`src/rtl/mod_main_pkg.sv`:
```
//------------------------------------------------------------------------------
// mod_main_pkg
// Shared sizing constants and word/address types for the register-file block.
// Revision: 1.0
//------------------------------------------------------------------------------
`default_nettype none

package mod_main_pkg;

    localparam int ADDR_W = 4;
    localparam int DATA_W = 32;
    localparam int DEPTH  = 1 << ADDR_W;

    typedef logic [ADDR_W-1:0] addr_t;
    typedef logic [DATA_W-1:0] data_t;

endpackage

`default_nettype wire

```
`src/rtl/sram_if_mem.sv`:
```
//------------------------------------------------------------------------------
// sram_if_mem
// Register-file storage: synchronous write, combinational read, synchronous clear.
// Revision: 1.0
//------------------------------------------------------------------------------
`default_nettype none

module sram_if_mem
    import mod_main_pkg::*;
#(
    parameter int ADDR_W = mod_main_pkg::ADDR_W,
    parameter int DATA_W = mod_main_pkg::DATA_W
) (
    input  logic              clk,
    input  logic              rst,
    input  logic [ADDR_W-1:0] addr_i,
    input  logic              wen_i,
    input  logic [DATA_W-1:0] wdata_i,
    output logic [DATA_W-1:0] rdata_o
);

    localparam int WORDS = 1 << ADDR_W;

    logic [DATA_W-1:0] mem_q [WORDS];

    // Clear has priority over a write presented in the same cycle.
    always_ff @(posedge clk) begin
        if (rst) begin
            for (int i = 0; i < WORDS; i++) begin
                mem_q[i] <= '0;
            end
        end else if (wen_i) begin
            mem_q[addr_i] <= wdata_i;
        end
    end

    // No bypass of wdata_i: a same-address write is visible only after the edge.
    assign rdata_o = mem_q[addr_i];

endmodule

`default_nettype wire

```
`src/rtl/mod_main.sv`:
```
//------------------------------------------------------------------------------
// mod_main
// Externally accessible 16x32 register file behind an SRAM-style slave port.
// Revision: 1.0
//------------------------------------------------------------------------------
`default_nettype none

module mod_main
    import mod_main_pkg::*;
#(
    parameter int ADDR_W = mod_main_pkg::ADDR_W,
    parameter int DATA_W = mod_main_pkg::DATA_W
) (
    input  logic              clk,
    input  logic              rst,
    input  logic [ADDR_W-1:0] s_addr,
    input  logic              s_wen,
    input  logic [DATA_W-1:0] s_wdata,
    output logic [DATA_W-1:0] s_rdata
);

    // Slave port is wired straight through; an internal-access port can be muxed in here later.
    sram_if_mem #(
        .ADDR_W (ADDR_W),
        .DATA_W (DATA_W)
    ) u_mem (
        .clk     (clk),
        .rst     (rst),
        .addr_i  (s_addr),
        .wen_i   (s_wen),
        .wdata_i (s_wdata),
        .rdata_o (s_rdata)
    );

endmodule

`default_nettype wire

```
`config.mk`:
```
export PLATFORM = sky130hd
export DESIGN_NAME = mod_main
export DESIGN_NICKNAME = d
export VERILOG_FILES = /design/src/rtl/mod_main_pkg.sv /design/src/rtl/sram_if_mem.sv /design/src/rtl/mod_main.sv
export SDC_FILE = /design/constraint.sdc
export NUM_CORES = 1
export LEC_CHECK = 0
export ABC_AREA = 1
export CAP_MARGIN = 20
export CORE_MARGIN = 5
export CORE_UTILIZATION = 50
export CTS_CLUSTER_DIAMETER = 150
export DETAILED_ROUTE_END_ITERATION = 12
export PLACE_DENSITY = 0.69
export SLEW_MARGIN = 20
export SYNTH_ARGS = -nofsm -noshare
export SYNTH_HDL_FRONTEND = slang
export SYNTH_SLANG_ARGS = --single-unit
```
`constraint.sdc`:
```
create_clock -name clk -period 4.59 [get_ports clk]
set_input_delay 0.6885 -clock clk [delete_from_list [all_inputs] [get_ports clk]]
set_output_delay 0.6885 -clock clk [all_outputs]
set_load 0.03 [all_outputs]
```
Word-level counts from Yosys, hierarchy flattened
Memory sizes are Yosys's and may differ from the RTL's.
Cells that the tools add are included.
- mux-type cells: 8
- reduce and logical (&&, ||, !) cells: 1
- operators with widths (operator ; count):
    two-way mux 32 bit ; 1
    OR reduction 32 bit ; 1
    two-way mux 1 bit ; 6
    two-way mux 4 bit ; 1
- bits in registers: 0
- memory bits (writable): 512
- input bits: 39
- output and inout bits: 32
- memories: 1
- memory list (name ; depth ; bits a word ; rd ports ; clocked after memory_dff ; write ports ; RTL line ; source):
    u_mem.mem_q ; 16 ; 32 ; 1 ; 0 ; 16 ; sram_if_mem.sv:24 ; logic [DATA_W-1:0] mem_q [WORDS];

Depth between registers and ports, before layout
- depth after elaboration: 5
- mapped depth: 12

Worst setup path before layout
Ideal clock, no wire load.
- kind: in2reg
- from: input port s_addr[0]
- to: memory u_mem.mem_q[0][0] (enable)
- data arrival time: 2.362 ns
- required time: 4.201 ns
- slack: 1.839 ns
- stages on the path: 6
- buffers on the path: 3
- cell sequence: buf_2 > buf_2 > nor3_1 > nand2_1 > buf_2 > nand2_1
- RTL lines (element ; RTL line ; source):
    start, declared ; mod_main.sv:16 ; input logic [ADDR_W-1:0] s_addr,
    end, declared ; sram_if_mem.sv:24 ;

Worst setup path in the final report
- from: input port s_addr[3]
- to: output port s_rdata[16]
- word-level cells in the longest chain between the ends: 1
- RTL lines (element ; RTL line ; source):
    memory (16 x 32 bit) ; n/a ;
    end, declared ; mod_main.sv:19 ; output logic [DATA_W-1:0] s_rdata
No other way between the ends.

==> impl.org <==
** Outcome
- Outcome :: finished clean

** Global routing
- Largest net degree at the start of global routing :: 131
- For this run the aggregate overflow at the end of global routing stands at 0.
- The number of global-route vias before repair is 17600.
- First-pass GRT wire length :: 105000 um
- Total routing usage reported by global routing :: 26.2%
- The initial antenna violation count came to 1.

** Power and ir drop
- In this run, the clock network consumes 38.0% of the power.
- Combinational logic is responsible for 10.5% of the overall power.
- Power share of the sequential group :: 51.6%
- Leakage :: 11.9 nW
- The internal portion of the total power is 7.99 mW.
- IR analysis of the VDD net gives a maximum drop of 0.320 mV.
- For this design the total switching power over the nets is 2.63 mW.
- Total power per unit cell area :: 397 nW/um^2
- Net switching is 24.8% of the power.

** Timing
- Measured against its own limit, the worst slew margin works out to 29.5%.
- Summed over all failing endpoints, the final setup total negative slack is 0 ns.
- After layout, the worst path uses 84.1% of the clock period.
- After layout, the minimum clock period comes to 3.86 ns.
- Unrepaired setup endpoints after global routing :: no
- Setup violations remaining at the end of the flow were counted as 0.
- Max Fclk :: 259 MHz
- Number of failing hold endpoints at the final stage :: 0
- The max-slew violation count was 0.
- Worst-Margin Slew :: 1.05 ns

** Clock network
- Clock-pin transition on the worst setup and hold timing paths :: 0.06 ns
- Clock tree from TritonCTS :: yes
- The root buffer cell chosen for the clock tree is sky130_fd_sc_hd__clkbuf_16.
- Post-cts hold buffer count :: 0
- The clock drives 512 sinks.
- CTS HTree Levels :: 2
- Count of buffers added by post-CTS timing repair for setup :: 0
- Counting the buffers created by CTS gives 52.
- Maximum number of buffers from clock root to sink :: 3
- Post-CTS repair changed the size of 0 cells.

** Drt
- Total detailed-routing wirelength :: 69600 um
- 1st-pass router iterations :: 5
- Post-route ant nets :: 0
- Detail-routed net length per standard cell :: 20.7 um
- The detailed router placed 18400 vias in this run.
- Per-cell via count in the routed design :: 5.45
- After detailed routing, the number of remaining DRC violations is 0.
- In this run, the number of DRC markers left after iteration 0 of detailed routing was 2186.

** Die
- I/O pin cnt :: 71
- Floorplan Core Area :: 46800 um^2
- Die X :: 228 um
- The floorplan step defined a die boundary enclosing 51900 um^2.
- For this configuration, the core starts out at a cell density of 50.7%.
- Die span in y :: 228 um
- The floorplan has 79 rows.

** Finish
- Cells with a size suffix above 1 make up 5.90% of the layout.
- Register cell area after layout :: 15400 um^2
- Number of inserted filler cells in the final layout :: 4100
- Largest registers :: u_mem.mem_q (512)
- Area grow syn2layout :: 12.8%
- Final standard cell utilization of the core :: 57.2%
- The net count of the finished layout is 2765.
- The multi-input combinational cells in the finished layout cover a total of 7350 um^2.
- Register with the highest flop count :: u_mem.mem_q
- Number of flip-flops in the largest register :: 512

** Placement
- Detailed placement ended at an HPWL of 38700 um.
- Count of port buffers added during placement :: 70
- Placer's final routability congestion estimate :: 0.874

** Critical path
- Along the worst path, the maximum fanout reaches 36.
- The worst setup path is of the in -> out kind.
- Category of the worst setup path capture point :: output port
- STA puts the critical path data required time at 3.90 ns.
- Arrival time reported for the critical path endpoint :: 3.17 ns
- STA classifies the critical path startpoint as a primary input.

** Synth
- The number of nets in the synthesized netlist is 2760.
- The synthesized design contains 512 register bits.
- The synthesized netlist contains 11 unique library cells.
- Mapped Cells :: 2721
- Fraction of the yosys area taken by sequential cells :: 64.8%
- Summing every instance area after synthesis gives 23700 um^2.
- YS warnings :: 0
- A synthesized cell averages 8.72 um^2.

** Job
- Across the run, the number of max-cap violations was 0.

** Worst hold path
- The worst hold path belongs to the class in -> reg.
through the flow:
stage,hold WS [ns],instances,setup WS [ns],power (mW),instance area (um^2)
global route,1.07,3370,0.626,11.0,26700
detailed placement,1.65,3279,0.801,6.67,25200
global placement,1.63,3279,0.817,6.65,25200
finish,1.04,3370,0.730,10.6,26700
floorplan,0.965,2721,1.84,6.21,23700
CTS,1.03,3369,0.774,10.6,26700
layout by cell type (no fill, tap or decap), drive strengths merged:
cell	n
nand2	1410
nor2	515
edfxtp	512
inv	102
clkdlybuf4s50	68
clkbuf	68
buf	60
clkinv	19
nor3	4
bufinv	3
diode	1
clkinvlp	1
cell type report:
class	instances	area share, %
sequential	512	57.5
multi-input combinational	1929	27.5
clock buffer	67	5.16
timing repair buffer	129	4.84
tap	607	2.84
inverter	102	1.47
clock inverter	23	0.711
antenna	1	0.00936
per-layer routing:
| metal | share of wire [%] | up-vias | GRT usage (%) |
|---|---|---|---|
| met2 | 47 | 1024 | 42.9 |
| met5 | 0 | - | 0.184 |
| met3 | 11 | 164 | 5.18 |
| met1 | 38 | 8693 | 34.9 |
| met4 | 3.8 | 0 | 10.1 |
| li1 | - | 8479 | - |
power by group through the flow:
stage               clock (mW)  sequential, mW  combinational [mW]
detailed placement           0            5.57                1.10
global route              4.25            5.50                1.21
floorplan                    0            5.56               0.655
finish                    4.03            5.48                1.11
CTS                       4.06            5.48                1.10
global placement             0            5.56                1.09
logic make-up after synthesis:
family / synth area share (%)
AND/OR/NAND/NOR: 30.6
flip-flops: 64.8
buffers and inverters: 4.56
path summary, 6_finish.rpt:
check / cells after the start / endpoint / slack (ns) / start
max: 9 / s_rdata[16] / 0.73 / s_addr[3]
min: 3 / u_mem.mem_q[12][16]$_SDFFCE_PN0P_ / 1.04 / s_wdata[16]
synthesized netlist by cell type:
library cell / count / area share (%)
sky130_fd_sc_hd__nor3_2: 3 / 0.13
sky130_fd_sc_hd__nor3_1: 1 / 0.021
sky130_fd_sc_hd__nand2_1: 1410 / 22
sky130_fd_sc_hd__clkbuf_1: 138 / 2.2
sky130_fd_sc_hd__inv_1: 99 / 1.6
sky130_fd_sc_hd__buf_2: 24 / 0.51
sky130_fd_sc_hd__inv_2: 1 / 0.016
sky130_fd_sc_hd__buf_1: 16 / 0.25
sky130_fd_sc_hd__clkinv_1: 2 / 0.032
sky130_fd_sc_hd__edfxtp_1: 512 / 65
sky130_fd_sc_hd__nor2_1: 515 / 8.2
worst max-delay path, stage by stage:
cell,delay [ns]
sky130_fd_sc_hd__clkdlybuf4s50_1,0.62
sky130_fd_sc_hd__inv_1,0.12
sky130_fd_sc_hd__nor2_4,0.09
sky130_fd_sc_hd__buf_4,0.48
sky130_fd_sc_hd__nand2_1,0.11
sky130_fd_sc_hd__nand2_1,0.08
sky130_fd_sc_hd__inv_1,0.04
sky130_fd_sc_hd__nand2_1,0.17
sky130_fd_sc_hd__clkdlybuf4s50_1,0.74
(Power assumes the default switching activity.)
